`src/rtl/apb_i2c_regfile_pkg.sv`:
```
// Register map, status/command/irq bit positions and access-FSM states for the I2C APB register file.
// Also holds the access-legality rule shared by the decode logic.
package apb_i2c_pkg;

   localparam logic [2:0] IDX_RSVD     = 3'd0;
   localparam logic [2:0] IDX_PRESCALE = 3'd1;
   localparam logic [2:0] IDX_ADDRESS  = 3'd2;
   localparam logic [2:0] IDX_STATUS   = 3'd3;
   localparam logic [2:0] IDX_TXDATA   = 3'd4;
   localparam logic [2:0] IDX_RXDATA   = 3'd5;
   localparam logic [2:0] IDX_COMMAND  = 3'd6;
   localparam logic [2:0] IDX_IRQ      = 3'd7;

   localparam int STS_TX_FULL  = 7;
   localparam int STS_TX_EMPTY = 6;
   localparam int STS_RX_FULL  = 5;
   localparam int STS_RX_EMPTY = 4;
   localparam int STS_BUSY     = 3;

   localparam int CMD_EN    = 7;
   localparam int CMD_START = 6;
   localparam int CMD_STOP  = 5;
   localparam int CMD_RW    = 4;
   localparam logic [7:0] CMD_MASK = 8'hF0;

   localparam int IRQ_DONE   = 0;
   localparam int IRQ_NACK   = 1;
   localparam int IRQ_ARB    = 2;
   localparam int IRQ_IE_LSB = 4;

   typedef enum logic [1:0] {
      S_IDLE   = 2'd0,
      S_SETUP  = 2'd1,
      S_ACCESS = 2'd2
   } apb_state_e;

   function automatic logic access_err(input logic [2:0] idx, input logic wr, input logic wr_start,
                                       input logic tx_full, input logic rx_empty, input logic busy);
      logic e;
      e = 1'b0;
      case (idx)
         IDX_RSVD:    e = 1'b1;
         IDX_STATUS:  e = wr;
         IDX_TXDATA:  e = wr ? tx_full : 1'b1;
         IDX_RXDATA:  e = wr ? 1'b1 : rx_empty;
         IDX_COMMAND: e = wr & wr_start & busy;
         default:     e = 1'b0;
      endcase
      return e;
   endfunction

endpackage

```
`src/rtl/apb_i2c_regfile_if.sv`:
```
// APB3 bus bundle between the interconnect (master) and the I2C register file (slave).
interface apb_i2c_regfile_if #(
   parameter int DATA_W = 8,
   parameter int ADDR_W = 8
);
   logic              PSELx;
   logic              PENABLE;
   logic              PWRITE;
   logic [ADDR_W-1:0] PADDR;
   logic [DATA_W-1:0] PWDATA;
   logic [DATA_W-1:0] PRDATA;
   logic              PREADY;
   logic              PSLVERR;

   modport master (
      output PSELx, PENABLE, PWRITE, PADDR, PWDATA,
      input  PRDATA, PREADY, PSLVERR
   );

   modport slave (
      input  PSELx, PENABLE, PWRITE, PADDR, PWDATA,
      output PRDATA, PREADY, PSLVERR
   );
endinterface

```
`src/rtl/apb_i2c_regfile_wait_ctrl.sv`:
```
// APB access FSM: PREADY rises WAIT_STATES cycles into ACCESS; commit_o marks the completing cycle.
// Dropping PSELx before PREADY abandons the transfer without a commit.
module apb_wait_ctrl
   import apb_i2c_pkg::*;
#(
   parameter int WAIT_STATES = 0
) (
   input  logic PCLK,
   input  logic PRESET,
   input  logic psel_i,
   input  logic penable_i,
   output logic pready_o,
   output logic commit_o
);
   localparam logic [2:0] WS = 3'(WAIT_STATES);

   apb_state_e state_q;
   logic [2:0] cnt_q;
   logic       pready_q;

   // PREADY is registered, so it is precomputed one edge ahead of the cycle it applies to.
   always_ff @(posedge PCLK) begin
      if (PRESET) begin
         state_q  <= S_IDLE;
         cnt_q    <= '0;
         pready_q <= 1'b0;
      end else if (!psel_i) begin
         state_q  <= S_IDLE;
         cnt_q    <= '0;
         pready_q <= 1'b0;
      end else if (!penable_i) begin
         state_q  <= S_SETUP;
         cnt_q    <= '0;
         pready_q <= (WS == 3'd0);
      end else if (state_q == S_IDLE || pready_q) begin
         state_q  <= S_IDLE;
         cnt_q    <= '0;
         pready_q <= 1'b0;
      end else begin
         state_q  <= S_ACCESS;
         cnt_q    <= cnt_q + 3'd1;
         pready_q <= ((cnt_q + 3'd1) == WS);
      end
   end

   assign pready_o = pready_q;
   assign commit_o = pready_q & psel_i & penable_i;

endmodule

```
`src/rtl/apb_i2c_regfile.sv`:
```
// APB3 register file for the I2C master: config registers, TX/RX FIFO strobes, self-clearing commands, sticky IRQ.
// Side effects commit on the PREADY edge; illegal accesses complete with PSLVERR and no effect.
module apb_i2c_regfile
   import apb_i2c_pkg::*;
#(
   parameter int DATA_W       = 8,
   parameter int ADDR_W       = 8,
   parameter int WAIT_STATES  = 0,
   parameter int PRESCALE_RST = 0
) (
   input  logic              PCLK,
   input  logic              PRESET,
   apb_i2c_regfile_if.slave  apb,
   input  logic [DATA_W-1:0] status_reg,
   input  logic [DATA_W-1:0] receive_reg,
   output logic [DATA_W-1:0] transmit_reg,
   output logic              tx_push,
   output logic              rx_pop,
   output logic [DATA_W-1:0] prescale_reg,
   output logic [DATA_W-1:0] address_reg,
   output logic [DATA_W-1:0] command_reg,
   input  logic              evt_done,
   input  logic              evt_nack,
   input  logic              evt_arb,
   output logic              irq
);
   logic [2:0] idx;
   logic [7:0] wdat8, sts8, rdata8;
   logic       commit, pready, err, wr_ok, rd_ok;

   logic [7:0] prescale_q, prescale_d;
   logic [7:0] address_q, address_d;
   logic [7:0] transmit_q, transmit_d;
   logic [7:0] cmd_q, cmd_d;
   logic       tx_push_q, tx_push_d;
   logic       rx_pop_q, rx_pop_d;
   logic [2:0] ie_q, ie_d;
   logic [2:0] is_q, is_d, is_clr;
   logic       irq_q, irq_d;
   logic       unused_ok;

   apb_wait_ctrl #(.WAIT_STATES(WAIT_STATES)) u_wait_ctrl (
      .PCLK      (PCLK),
      .PRESET    (PRESET),
      .psel_i    (apb.PSELx),
      .penable_i (apb.PENABLE),
      .pready_o  (pready),
      .commit_o  (commit)
   );

   assign idx   = apb.PADDR[ADDR_W-1 -: 3];
   assign wdat8 = apb.PWDATA[7:0];
   assign sts8  = status_reg[7:0];
   assign err   = access_err(idx, apb.PWRITE, wdat8[CMD_START],
                             sts8[STS_TX_FULL], sts8[STS_RX_EMPTY], sts8[STS_BUSY]);
   assign wr_ok = commit & apb.PWRITE & ~err;
   assign rd_ok = commit & ~apb.PWRITE & ~err;

   always_comb begin
      prescale_d = prescale_q;
      address_d  = address_q;
      transmit_d = transmit_q;
      cmd_d      = cmd_q;
      tx_push_d  = 1'b0;
      rx_pop_d   = 1'b0;
      ie_d       = ie_q;
      is_clr     = '0;
      cmd_d[CMD_START] = 1'b0;
      cmd_d[CMD_STOP]  = 1'b0;
      if (wr_ok) begin
         case (idx)
            IDX_PRESCALE: prescale_d = wdat8;
            IDX_ADDRESS:  address_d  = wdat8;
            IDX_TXDATA: begin
               transmit_d = wdat8;
               tx_push_d  = 1'b1;
            end
            IDX_COMMAND:  cmd_d = wdat8 & CMD_MASK;
            IDX_IRQ: begin
               ie_d   = wdat8[IRQ_IE_LSB +: 3];
               is_clr = wdat8[2:0];
            end
            default: ;
         endcase
      end
      if (rd_ok && idx == IDX_RXDATA) rx_pop_d = 1'b1;
      // An event arriving on the clearing edge must not be lost.
      is_d  = (is_q & ~is_clr) | {evt_arb, evt_nack, evt_done};
      irq_d = |(ie_q & is_q);
   end

   always_ff @(posedge PCLK) begin
      if (PRESET) begin
         prescale_q <= 8'(PRESCALE_RST);
         address_q  <= '0;
         transmit_q <= '0;
         cmd_q      <= '0;
         tx_push_q  <= 1'b0;
         rx_pop_q   <= 1'b0;
         ie_q       <= '0;
         is_q       <= '0;
         irq_q      <= 1'b0;
      end else begin
         prescale_q <= prescale_d;
         address_q  <= address_d;
         transmit_q <= transmit_d;
         cmd_q      <= cmd_d;
         tx_push_q  <= tx_push_d;
         rx_pop_q   <= rx_pop_d;
         ie_q       <= ie_d;
         is_q       <= is_d;
         irq_q      <= irq_d;
      end
   end

   always_comb begin
      rdata8 = '0;
      case (idx)
         IDX_PRESCALE: rdata8 = prescale_q;
         IDX_ADDRESS:  rdata8 = address_q;
         IDX_STATUS:   rdata8 = sts8;
         IDX_RXDATA:   rdata8 = receive_reg[7:0];
         IDX_COMMAND:  rdata8 = cmd_q;
         IDX_IRQ:      rdata8 = {1'b0, ie_q, 1'b0, is_q};
         default:      rdata8 = '0;
      endcase
   end

   assign apb.PRDATA  = rd_ok ? DATA_W'(rdata8) : '0;
   assign apb.PREADY  = pready;
   assign apb.PSLVERR = commit & err;

   assign transmit_reg = DATA_W'(transmit_q);
   assign prescale_reg = DATA_W'(prescale_q);
   assign address_reg  = DATA_W'(address_q);
   assign command_reg  = DATA_W'(cmd_q);
   assign tx_push      = tx_push_q;
   assign rx_pop       = rx_pop_q;
   assign irq          = irq_q;

   assign unused_ok = ^{status_reg, receive_reg, apb.PWDATA, apb.PADDR};

endmodule

```
`src/flat_wrapper.sv`:
```
// flat-port wrapper written by rule: the top's interface ports become plain ports
module apb_i2c_regfile_flat import apb_i2c_pkg::*;
#(
   parameter int DATA_W       = 8,
   parameter int ADDR_W       = 8,
   parameter int WAIT_STATES  = 0,
   parameter int PRESCALE_RST = 0
)
  (PCLK, PRESET, status_reg, receive_reg, transmit_reg, tx_push, rx_pop, prescale_reg, address_reg, command_reg, evt_done, evt_nack, evt_arb, irq, apb_PSELx, apb_PENABLE, apb_PWRITE, apb_PADDR, apb_PWDATA, apb_PRDATA, apb_PREADY, apb_PSLVERR);
  apb_i2c_regfile_if #(.DATA_W(DATA_W), .ADDR_W(ADDR_W)) apb_i ();
  input  logic PCLK;
  input  logic PRESET;
  input  logic [DATA_W-1:0] status_reg;
  input  logic [DATA_W-1:0] receive_reg;
  output logic [DATA_W-1:0] transmit_reg;
  output logic tx_push;
  output logic rx_pop;
  output logic [DATA_W-1:0] prescale_reg;
  output logic [DATA_W-1:0] address_reg;
  output logic [DATA_W-1:0] command_reg;
  input  logic evt_done;
  input  logic evt_nack;
  input  logic evt_arb;
  output logic irq;
  input wire logic [$bits(apb_i.PSELx)-1:0] apb_PSELx;
  input wire logic [$bits(apb_i.PENABLE)-1:0] apb_PENABLE;
  input wire logic [$bits(apb_i.PWRITE)-1:0] apb_PWRITE;
  input wire logic [$bits(apb_i.PADDR)-1:0] apb_PADDR;
  input wire logic [$bits(apb_i.PWDATA)-1:0] apb_PWDATA;
  output wire logic [$bits(apb_i.PRDATA)-1:0] apb_PRDATA;
  output wire logic [$bits(apb_i.PREADY)-1:0] apb_PREADY;
  output wire logic [$bits(apb_i.PSLVERR)-1:0] apb_PSLVERR;
  assign apb_i.PSELx = apb_PSELx;
  assign apb_i.PENABLE = apb_PENABLE;
  assign apb_i.PWRITE = apb_PWRITE;
  assign apb_i.PADDR = apb_PADDR;
  assign apb_i.PWDATA = apb_PWDATA;
  assign apb_PRDATA = apb_i.PRDATA;
  assign apb_PREADY = apb_i.PREADY;
  assign apb_PSLVERR = apb_i.PSLVERR;
  apb_i2c_regfile #(.DATA_W(DATA_W), .ADDR_W(ADDR_W), .WAIT_STATES(WAIT_STATES), .PRESCALE_RST(PRESCALE_RST)) u_core (.PCLK(PCLK), .PRESET(PRESET), .apb(apb_i), .status_reg(status_reg), .receive_reg(receive_reg), .transmit_reg(transmit_reg), .tx_push(tx_push), .rx_pop(rx_pop), .prescale_reg(prescale_reg), .address_reg(address_reg), .command_reg(command_reg), .evt_done(evt_done), .evt_nack(evt_nack), .evt_arb(evt_arb), .irq(irq));
endmodule
```
`config.mk`:
```
export PLATFORM = sky130hd
export DESIGN_NAME = apb_i2c_regfile_flat
export DESIGN_NICKNAME = d
export VERILOG_FILES = /design/src/rtl/apb_i2c_regfile_pkg.sv /design/src/rtl/apb_i2c_regfile_if.sv /design/src/rtl/apb_i2c_regfile_wait_ctrl.sv /design/src/rtl/apb_i2c_regfile.sv /design/src/flat_wrapper.sv
export SDC_FILE = /design/constraint.sdc
export NUM_CORES = 1
export LEC_CHECK = 0
export ABC_AREA = 1
export BUFFER_PORTS_ARGS = -buffer_cell sky130_fd_sc_hd__buf_2
export CAP_MARGIN = 5
export CORE_ASPECT_RATIO = 1.75
export CORE_MARGIN = 4
export CORE_UTILIZATION = 50
export CTS_BUF_LIST = sky130_fd_sc_hd__clkbuf_8
export DETAILED_ROUTE_END_ITERATION = 8
export PLACE_DENSITY = 0.83
export SKIP_CTS_REPAIR_TIMING = 1
export SYNTH_ARGS = -nofsm -noshare
export SYNTH_HDL_FRONTEND = slang
export SYNTH_SLANG_ARGS = --single-unit
```
`constraint.sdc`:
```
create_clock -name PCLK -period 2.3 [get_ports PCLK]
set_clock_uncertainty 0.15 [all_clocks]
set_input_delay 0.345 -clock PCLK [delete_from_list [all_inputs] [get_ports PCLK]]
set_output_delay 0.345 -clock PCLK [all_outputs]
set_load 0.02 [all_outputs]
```
# Yosys cells after proc, flatten, opt, wreduce, memory -nomap -nowiden
# Index checks and enable logic that the tools add are counted.
# classes
n_addsub,1
bitwise_logic,19
eq_ne,7
reduce_logical,16
mux,13
# op_table
op,count
$pmux W8 S6,1
$eq A3 B3 Y1 const B,4
$reduce_and A2 Y1,5
$and A1 B1 Y1,9
$reduce_or A3 Y1,3
$mux W8,1
$mux W1,7
$and A3 B3 Y3,2
$eq A3 B2 Y1 const B,2
$logic_not A3 Y1,2
$mux W3,2
$not A1 Y1,6
$pmux W1 S5,1
$reduce_or A2 Y1,2
$reduce_or A4 Y1,1
$add A3 B1 Y3 const B,1
$eq A3 B1 Y1 const B,1
$not A3 Y3,1
$or A3 B3 Y3,1
$logic_not A2 Y1,1
$mux W2,1
$logic_and A1 B1 Y1,1
$logic_or A1 B1 Y1,1
# word_totals
reg_bits,43
input_bits,40
word_cells,70

# Logic depth before layout (Yosys ltp)
# Gate-level depths: netlist of run 1.
# depth
ltp_word,9
depth_mapped,10
ltp_nobuf,9

# Modules after synthesis
# Synthesis of run 1 repeated with hierarchy kept, for this count alone.
# unflattened
hier_cells,341
hier_area_um2,2239.6
# by_module_without_submodules
module,cells_per_inst,area_per_inst_um2,n_inst
apb_i2c_regfile,308,1996.9,1
apb_wait_ctrl,33,242.7,1

# Worst setup path after synthesis of run 1
# OpenSTA, ideal clock, no wires.
# synth_timing
path_type,input-to-output
from,in apb_PADDR[6]
to,out apb_PRDATA[2]
stages,7
n_path_buf,1
path_slack_ns,0.260
required_time_ns,1.805
arrival_time_ns,1.545
path_cell_list,buf_4 nor2_1 nand3_1 nand2_2 nor3b_1 nand2_1 a21oi_1
# synth_via
elab_chain_len,5
word_cells_on_any_way,13
cone_classes,7 x eq/ne; 3 x mux; 2 x bitwise; 1 x reduce/logical
# synth_lines
element,line,text
start: declaration,flat_wrapper.sv:28,input wire logic [$bits(apb_i.PADDR)-1:0] apb_PADDR;
$eq A3 B3 Y1 (tied with other cells),"apb_i2c_regfile_pkg.sv:41, apb_i2c_regfile.sv:118",
$pmux W1 S5,apb_i2c_regfile_pkg.sv:41,case (idx)
$not A1 Y1,apb_i2c_regfile.sv:57,assign rd_ok = commit & ~apb.PWRITE & ~err;
$and A1 B1 Y1,apb_i2c_regfile.sv:57,
$mux W8 (*),apb_i2c_regfile.sv:129,assign apb.PRDATA = rd_ok ? DATA_W'(rdata8) : '0;
end: declaration,flat_wrapper.sv:30,output wire logic [$bits(apb_i.PRDATA)-1:0] apb_PRDATA;
# Mark *: on every way between the ends. The rest lies on a longest branch, timed or not.

# Worst setup path in the final report of run 1
# layout_timing
from,in apb_PADDR[5]
to,out apb_PRDATA[2]
# The elaborated chain is that of the path after synthesis.

==> run summary, run 1 <==
Worst vdd ir: 562 µV
Initial antenna violation count: 0
Primary FF master, synth: dfxtp_1
Gr usage total: 22.2%
Crit end category: output pin
Placed Instances: 451
Crit path launch type: primary input
Ant diodes: 0
Number of CTS-inserted buffers: 5
Non-Filler Instances: 459
CTS max path bufs: 2
Met3 usage: 3.93%
Hold Slack: 105 ps
H-tree depth: 2
Setup TNS: 0 ps
Layout cells sized above 1: 25.4%
Post-Syn Area: 2180 µm²
Final Setup Violations: 0
CP max FO: 7
Initial Util: 52.2%
DRC: 0
Yosys warns: 0
Fin. Hold Viols: 0
FF+latch count, synth: 43
RSZ-0062 raised after global routing: false
Distinct cells, synth: 29
Routability cong.: 0.861
Clock Pin Slew Worst Setup and Hold Paths: 80 ps
Synth area leaders: dfxtp_1 39%, nand2_1 14%, nor2_1 13%
DR vias: 2,303
# rows: 31
I/O Pins: 85
HP Class: primary input to flop
GR peak layer: met2
NumNets Final: 451
Pleak: 1.56 nW
Die X: 58.0 µm
Status: completed
Initial DRC count: 109
Sequential share of the synthesized area: 39.4%
Fraction of registers with async set/reset: 0%
GR Layer Usage met1: 23.8%
Core Area: 4190 µm²
Final Util: 65.5%
Post-route ant nets: 0
P per Cell Area: 551 nW/µm²
Synth Instances: 327
Most common cell in the netlist: nand2_1
Top-area cell type share of the netlist area: 39.4%
Crit path time final: 2110 ps
Max Cap Viol: 0
Port Buf Inserts: 75
Number of global-route vias before repair: 2,139
Syn_area_per_cell: 6.68 µm²
CP arrival: 1610 ps
Synth top cells by count: 81 x nand2_1, 77 x nor2_1, 49 x inv_1
Leading area contributor after synthesis: dfxtp_1
Largest net degree at the start of global routing: 18
Area Growth Syn to Fin: 25.5%
Final wirelength: 6.06 mm
Pre-antenna DRT Iters: 5
Total gr overflow: 0
Global-route wire length before repair: 9.54 mm
Clock Sinks: 43
CTS tree: done
Post-DP HPWL: 4.58 mm
Die area: 5530 µm²
Pins over their slew limit: 0
GRT met2 Usage: 39.5%
Clock Latency Late Sink: 300 ps
Die Ht: 95.4 µm
Avg WL per Cell: 13.2 µm
Critical Path RT: 1800 ps
Peak Freq: 474 MHz
Root Driver: clkbuf_8
Vias per cell: 5.02
Crit Path Category: primary input to output pin
Final period utilization: 91.6%
EDFF count, synth: 0
## final cells by class
cell class / count / area, µm²
well taps: 49 / 61.3
clock inverters: 2 / 35.0
clock buffers: 6 / 82.6
multi-input cells: 226 / 1080
flip-flops and latches: 43 / 861
fillers: 396 / 1450
inverters: 50 / 188
repair buffers: 83 / 435
## metrics by stage
stage	area (µm²)	power (mW)	worst slack, ps
detailed placement	2620	0.912	78.9
global route	2740	1.56	97.3
CTS	2740	1.51	59.8
finish	2740	1.51	192
floorplan	2200	0.849	260
global placement	2620	0.909	146
## path summary, 6_finish.rpt
check	from	endpoint	slack (ps)	depth (start not counted)
setup / recovery	apb_PADDR[5]	apb_PRDATA[2]	190	9
setup reg to reg	u_core.u_wait_ctrl.pready_o$_SDFF_PP0_	u_core.command_reg[4]$_SDFFE_PP0P_	540	6
hold / removal	apb_PENABLE	u_core.u_wait_ctrl.state_q[0]$_SDFF_PP0_	110	2
hold reg to reg	u_core.u_wait_ctrl.cnt_q[0]$_SDFF_PP0_	u_core.u_wait_ctrl.cnt_q[0]$_SDFF_PP0_	320	1
## critical path, cell delays in order
cell and delay (ps):
buf_2 120, inv_1 100, nor3_2 290, buf_4 220
nand2_1 60, o21ai_0 70, a21oi_1 60, a21oi_1 160
buf_2 180
## cells by family after synthesis
group / synth area share [%]
AND/OR/NAND/NOR: 38.4
buffers and inverters: 12.0
flip-flops: 39.4
AO/OA/AOI/OAI: 8.48
adder cells (fa/ha/maj): 1.15
XOR/XNOR: 0.401
other: 0.172
## cells in the final DEF, fill, tap and decap left out
master / n
o21ai_0: 4
nor3_2: 1
nor2_1: 77
nand3_1: 10
buf_2: 75
conb_1: 4
nor3b_1: 2
bufinv_16: 1
inv_1: 49
o21ai_2: 1
o2111ai_1: 2
ha_1: 2
a22oi_1: 5
nor3_1: 2
nand4_4: 3
a211oi_1: 1
inv_2: 1
or2_2: 1
dfxtp_1: 43
buf_4: 8
a21oi_1: 12
nand4_1: 7
xnor2_1: 1
nor3b_2: 1
clkbuf_8: 6
o22ai_1: 4
nand2_1: 80
nor2_8: 1
nand2_2: 3
clkinv_2: 1
nor2_2: 1
a22o_1: 1
## per-layer routing
metal / part of all wire, % / wire length, µm
met5: 0 / 0
met4: 3.4 / 206
met3: 5.7 / 345
met2: 54 / 3290
met1: 37 / 2220
## report_power, final
part | total (mW) | leakage, nW | internal, mW | switching, mW
Clock | 0.613 | 0.0612 | 0.351 | 0.261
Sequential | 0.755 | 0.348 | 0.750 | 0.00476
Combinational | 0.144 | 1.15 | 0.0507 | 0.0931
(Power assumes the default switching activity.)
==> run 2: changes to the inputs <==
Settings changed: ABC_AREA 1 to not set, CORE_UTILIZATION 50 to 49, CTS_BUF_LIST sky130_fd_sc_hd__clkbuf_8 to not set, PLACE_DENSITY 0.83 to 0.8.
==> run 2 against run 1 <==
Effect of this change: utilization shrank 1.5 points; sequential share of layout area shrank 1.3 points; setup slack lost 63 ps; clock power grew 0.8%; routed wire length shrank 4.4%; critical path depth shrank 5; final cell count shrank 20%.
==> run summary, run 2 <==
Status: completed
RSZ-0062 raised after global routing: false
Pre-antenna DRT Iters: 5 (unchanged)
EDFF count, synth: 0 (unchanged)
Synth Instances: 239 (-27%)
Leading area contributor after synthesis: dfxtp_1
CP cell instances: nand3_1, or2_2, a311oi_1, buf_2
Yosys warns: 0 (unchanged)
Gr usage total: 20.5% (-1.7 points)
Vias per cell: 5.50 (+9.6%)
Syn_area_per_cell: 9.61 µm² (+44%)
# rows: 32 (+3.2%)
Fraction of registers with async set/reset: 0% (unchanged)
Area Growth Syn to Fin: 24.9%
Placed instance area: 2730 µm² (+4.4%)
FF-to-FF Start: u_core.u_wait_ctrl.pready_o$_SDFF_PP0_
NumNets Final: 359 (-20%)
Pleak: 1.39 nW (-11%)
CTS max path bufs: 2 (unchanged)
Mux contribution to synthesized area: 18.1% (+18 points)
Placed Instances: 361 (-20%)
Met2 Routed Length: 3.16 mm (-4.0%)
Distinct cells, synth: 47 (+62%)
Setup TNS: 0 ps (unchanged)
Worst R2R Path Depth: 3 (-3)
Max Cap Viol: 0 (unchanged)
Final Setup Violations: 0 (unchanged)
Worst vdd ir: 567 µV (+0.89%)
Clock Pin Slew Worst Setup and Hold Paths: 80 ps (about the same)
Metal3 WL: 322 µm (-6.7%)
Synth area leaders: dfxtp_1 37%, mux2i_1 12%, nand2b_1 9.5%
CP max FO: 9 (+2)
Core Area: 4480 µm² (+7.0%)
Crit path time final: 2170 ps (+62.9 ps)
Post-DP HPWL: 4.51 mm (-1.5%)
Primary FF master, synth: dfxtp_1
Clock Latency Late Sink: 300 ps (about the same)
Global-route wire length before repair: 9.36 mm (-1.8%)
CP max-delay cell: or2_2
Avg WL per Cell: 15.7 µm (+19%)
Post-Syn Area: 2300 µm² (+5.2%)
Largest family of logic cells by synthesized area: simple AND/OR/NAND/NOR gates
Layout cells sized above 1: 38.7% (+13 points)
Total power: 1.55 mW (+2.3%)
Routability cong.: 0.842 (-2.1%)
Initial Util: 51.2% (-0.92 points)
Commonest non-fill, non-tap cell in the layout: buf_2
Post-route ant nets: 0 (unchanged)
Die X: 59.8 µm (+3.1%)
Clock Sinks: 43 (unchanged)
Final WS setup: 129 ps (-62.9 ps)
Top sig layer: met4
Sequential share of the synthesized area: 37.5% (-1.9 points)
DRC: 0 (unchanged)
Number of CTS-inserted buffers: 5 (unchanged)
Peak Freq: 461 MHz (-2.9%)
Fin. Hold Viols: 0 (unchanged)
Final Instance Area: 2870 µm² (+4.6%)
Number of global-route vias before repair: 1,964 (-8.2%)
P per Cell Area: 539 nW/µm² (-2.2%)
Critical path's largest stage delay: 390 ps (+100 ps)
FF+latch count, synth: 43 (unchanged)
Worst path top cell family by delay: simple AND/OR/NAND/NOR gates
Final period utilization: 94.4% (+2.7 points)
Most common cell in the netlist: dfxtp_1
Pins over their slew limit: 0 (unchanged)
Initial DRC count: 46 (-58%)
CTS tree: done
Die area: 5890 µm² (+6.5%)
Post-synthesis adder-cell area fraction: 1.09% (-0.056 points)
Initial antenna violation count: 0 (unchanged)
Hold Slack: 97.2 ps (-8.26 ps)
Synth top cells by count: 43 x dfxtp_1, 35 x nand2b_1, 28 x mux2i_1
Synth Area in Simple Gates: 27.1% (-11 points)
Top-area cell type share of the netlist area: 37.5% (-1.9 points)
I/O Pins: 85 (unchanged)
Commonest cells after routing, fill and taps aside: 73 x buf_2, 42 x dfxtp_1, 35 x nand2b_1
Crit path buf inv count: 1 (-3)
DR vias: 2,029 (-12%)
Met1 WL: 2.17 mm (-2.3%)
CP arrival: 1680 ps (+70 ps)
Critical Path Start: u_core.u_wait_ctrl.pready_o$_SDFF_PP0_
H-tree depth: 2 (unchanged)
Critical Path Sink: apb_PRDATA[5]
Final Util: 64.0% (-1.5 points)
Crit path launch type: flop
Non-Filler Instances: 369 (-20%)
Stages on worst setup path: 4 (-5)
Crit Path Category: flop to output pin
Reg2Reg Setup Slack: 640 ps (+100 ps)
Crit end category: output pin
Ant diodes: 0 (unchanged)
HP Class: primary input to flop
Die Ht: 98.6 µm (+3.3%)
Critical Path RT: 1800 ps (about the same)
Final wirelength: 5.79 mm (-4.4%)
Largest net degree at the start of global routing: 29 (+11)
R2r endpoint: u_core.prescale_reg[4]$_SDFFE_PP0P_
Port Buf Inserts: 75 (unchanged)
Xor and xnor fraction of the mapped netlist area: 0.381% (-0.020 points)
Synth Area in Compound Gates: 9.80% (+1.3 points)
Place WS: 122 ps (+42.9 ps)
Total gr overflow: 0 (unchanged)
Root Driver: clkbuf_8
run 2: routing by layer:
| layer | track usage (%) | up-vias |
|---|---|---|
| met3 | 3.93 | 14 |
| li1 | - | 992 |
| met2 | 35.4 | 74 |
| met1 | 23.8 | 949 |
| met5 | 0 | - |
| met4 | 8.36 | 0 |
run 2: cell families (layout without fill, tap and decap cells):
family / after synthesis / after routing
AO/OA/AOI/OAI: 29 / 29
XOR/XNOR: 1 / 1
adder cells (fa/ha/maj): 2 / 2
buffers and inverters: 25 / 101
flip-flops: 43 / 43
multiplexers: 40 / 40
other: 1 / 4
AND/OR/NAND/NOR: 98 / 98
run 2: power breakdown:
| group | switching [mW] | internal [mW] | leakage (nW) |
|---|---|---|---|
| Combinational | 0.0913 | 0.0811 | 0.982 |
| Sequential | 0.00482 | 0.750 | 0.348 |
| Clock | 0.267 | 0.352 | 0.0612 |
run 2: worst register-to-register path: stages, from the launching register on:
cell and delay [ps]:
dfxtp_2 370, nand4_1 380, nor3b_4 470, mux2i_1 220
run 2: how the worst min path moves through the flow:
stage	start	to	slack [ps]	depth (start not counted)
after floorplan	u_core.u_wait_ctrl.cnt_q[0]$_SDFF_PP0_	u_core.u_wait_ctrl.cnt_q[0]$_SDFF_PP0_	270	1
after global placement	u_core.u_wait_ctrl.cnt_q[0]$_SDFF_PP0_	u_core.u_wait_ctrl.cnt_q[0]$_SDFF_PP0_	280	1
after detailed placement	u_core.u_wait_ctrl.cnt_q[0]$_SDFF_PP0_	u_core.u_wait_ctrl.cnt_q[0]$_SDFF_PP0_	300	1
after CTS	apb_PWDATA[2]	u_core.is_q[2]$_SDFF_PP0_	90	2
after global routing	apb_PWDATA[2]	u_core.is_q[2]$_SDFF_PP0_	110	2
final	apb_PWDATA[2]	u_core.is_q[2]$_SDFF_PP0_	100	2
run 2: layout make-up:
type                            count  area [µm²]
Fill cell                         389        1620
Sequential cell                    43         862
Multi-Input combinational cell    174        1330
Tap cell                           51        63.8
Clock inverter                      2        35.0
Clock buffer                        6        82.6
Timing Repair Buffer               89         485
Inverter                            4        15.0
==> run 3: changes to the inputs <==
Settings changed: CORE_UTILIZATION 49 to 53, GPL_TIMING_DRIVEN set to 0, PLACE_DENSITY 0.8 to 0.86.
Clock period 2.3 ns to 2.5 ns, I/O delays scaled along.
==> run 3 against run 2 <==
Effect of this change: total power is 10% lower; largest power group unchanged; routed wire length up 8.4%; critical path type unchanged; count of clock-buffer cells in the layout down 1; via count is 3.4% higher; final cell count rose by 0.81%; hold slack improved by 37 ps.
==> run summary, run 3 (same netlist as run 2, synthesis figures left out) <==
Status: completed
CTS max path bufs: 2 (unchanged)
Routability cong.: 0.917 (+8.8%)
Root Driver: clkbuf_8
CTS tree: done
Core Area: 4150 µm² (-7.4%)
Clock Pin Slew Worst Setup and Hold Paths: 80 ps (about the same)
Initial DRC count: 68 (+48%)
Number of global-route vias before repair: 2,083 (+6.1%)
Area Growth Syn to Fin: 23.9%
DR vias: 2,099 (+3.4%)
Non-Filler Instances: 372 (+0.81%)
Commonest non-fill, non-tap cell in the layout: buf_2
Total gr overflow: 0 (unchanged)
Pre-antenna DRT Iters: 5 (unchanged)
Placed Instances: 365 (+1.1%)
Pins over their slew limit: 0 (unchanged)
Ant diodes: 0 (unchanged)
CP max FO: 9 (unchanged)
Commonest cells after routing, fill and taps aside: 80 x buf_2, 43 x dfxtp_1, 35 x nand2b_1
Clock Sinks: 43 (unchanged)
# rows: 31 (-3.1%)
RSZ-0062 raised after global routing: false
Pleak: 1.38 nW (-0.91%)
Final Setup Violations: 0 (unchanged)
Crit end category: output pin
Critical Path RT: 1980 ps (+180 ps)
Gr usage total: 23.5% (+3.0 points)
Initial antenna violation count: 0 (unchanged)
Setup TNS: 0 ps (unchanged)
Post-route ant nets: 0 (unchanged)
Vias per cell: 5.64 (+2.6%)
P per Cell Area: 487 nW/µm² (-9.6%)
Max Cap Viol: 0 (unchanged)
Worst vdd ir: 447 µV (-21%)
Fin. Hold Viols: 0 (unchanged)
Worst Hold Depth: 2 (unchanged)
Post-DP HPWL: 4.92 mm (+9.0%)
Largest net degree at the start of global routing: 14 (-52%)
H-tree depth: 2 (unchanged)
Worst R2R Path Depth: 3 (unchanged)
CP arrival: 1820 ps (+140 ps)
Reg2Reg Setup Slack: 750 ps (+110 ps)
Final wirelength: 6.28 mm (+8.4%)
Initial Util: 55.4% (+4.1 points)
Die Ht: 95.1 µm (-3.5%)
Peak Freq: 426 MHz
Crit path launch type: flop
Crit path time final: 2350 ps
Crit Path Category: flop to output pin
Final period utilization: 94.0%
Slew headroom: 62.3%
Slew of the pin with the lowest slew margin: 563 ps
I/O Pins: 85 (unchanged)
Clock Latency Late Sink: 290 ps (about the same)
Layout cells sized above 1: 36.5% (-2.1 points)
HP Class: primary input to flop
Die area: 5490 µm² (-6.8%)
NumNets Final: 365 (+1.7%)
DRC: 0 (unchanged)
Port Buf Inserts: 74 (-1.3%)
Avg WL per Cell: 16.9 µm (+7.5%)
Die X: 57.8 µm (-3.3%)
Global-route wire length before repair: 10.0 mm (+7.1%)
Number of CTS-inserted buffers: 5 (unchanged)
==> run 3: final timing paths <==
path	startpoint	endpoint
setup reg to reg	u_core.u_wait_ctrl.pready_o$_SDFF_PP0_	u_core.command_reg[6]$_SDFF_PP0_
hold reg to reg	u_core.u_wait_ctrl.cnt_q[0]$_SDFF_PP0_	u_core.u_wait_ctrl.cnt_q[0]$_SDFF_PP0_
hold / removal	apb_PWDATA[1]	u_core.is_q[1]$_SDFF_PP0_
setup / recovery	u_core.u_wait_ctrl.pready_o$_SDFF_PP0_	apb_PRDATA[0]
==> run 3: report_power, final <==
part           switching, mW  leakage, nW  internal, mW
clock                  0.239       0.0502         0.292
combinational         0.0886        0.981        0.0729
sequential           0.00427        0.348         0.690
total                  0.332         1.38          1.05
==> run 3: final cells by class <==
cell class | count | area [µm²]
Fill cell | 347 | 1300
Clock inverter | 2 | 37.5
Tap cell | 49 | 61.3
Buffer | 21 | 120
Inverter | 4 | 15.0
Multi-Input combinational cell | 174 | 1310
Sequential cell | 43 | 861
Timing Repair Buffer | 74 | 370
Clock buffer | 5 | 68.8
==> run 3: routing by layer <==
metal	track usage, %	routed length [µm]
met4	8.12	150
met2	43.2	3390
met5	0	0
met1	26.0	2370
met3	4.88	365
==> run 3: stage by stage <==
stage | power, mW | hold WS (ps) | worst slack [ps] | cell area (µm²) | utilization [%]
6_report | 1.39 | 134 | 150 | 2850 | 68.6
5_1_grt | 1.43 | 145 | 24.7 | 2850 | 68.6
3_3_place_gp | 0.867 | 288 | 239 | 2740 | 66.0
4_1_cts | 1.39 | 134 | 171 | 2850 | 68.6
3_5_place_dp | 0.868 | 297 | 230 | 2740 | 66.0
2_1_floorplan | 0.809 | 271 | 235 | 2310 | -
==> run 3: critical path: stages (launching register included) <==
cell and delay [ps]:
dfxtp_1 400, nand3_1 100, or2_2 270, buf_2 190, a311oi_1 340, buf_2 230
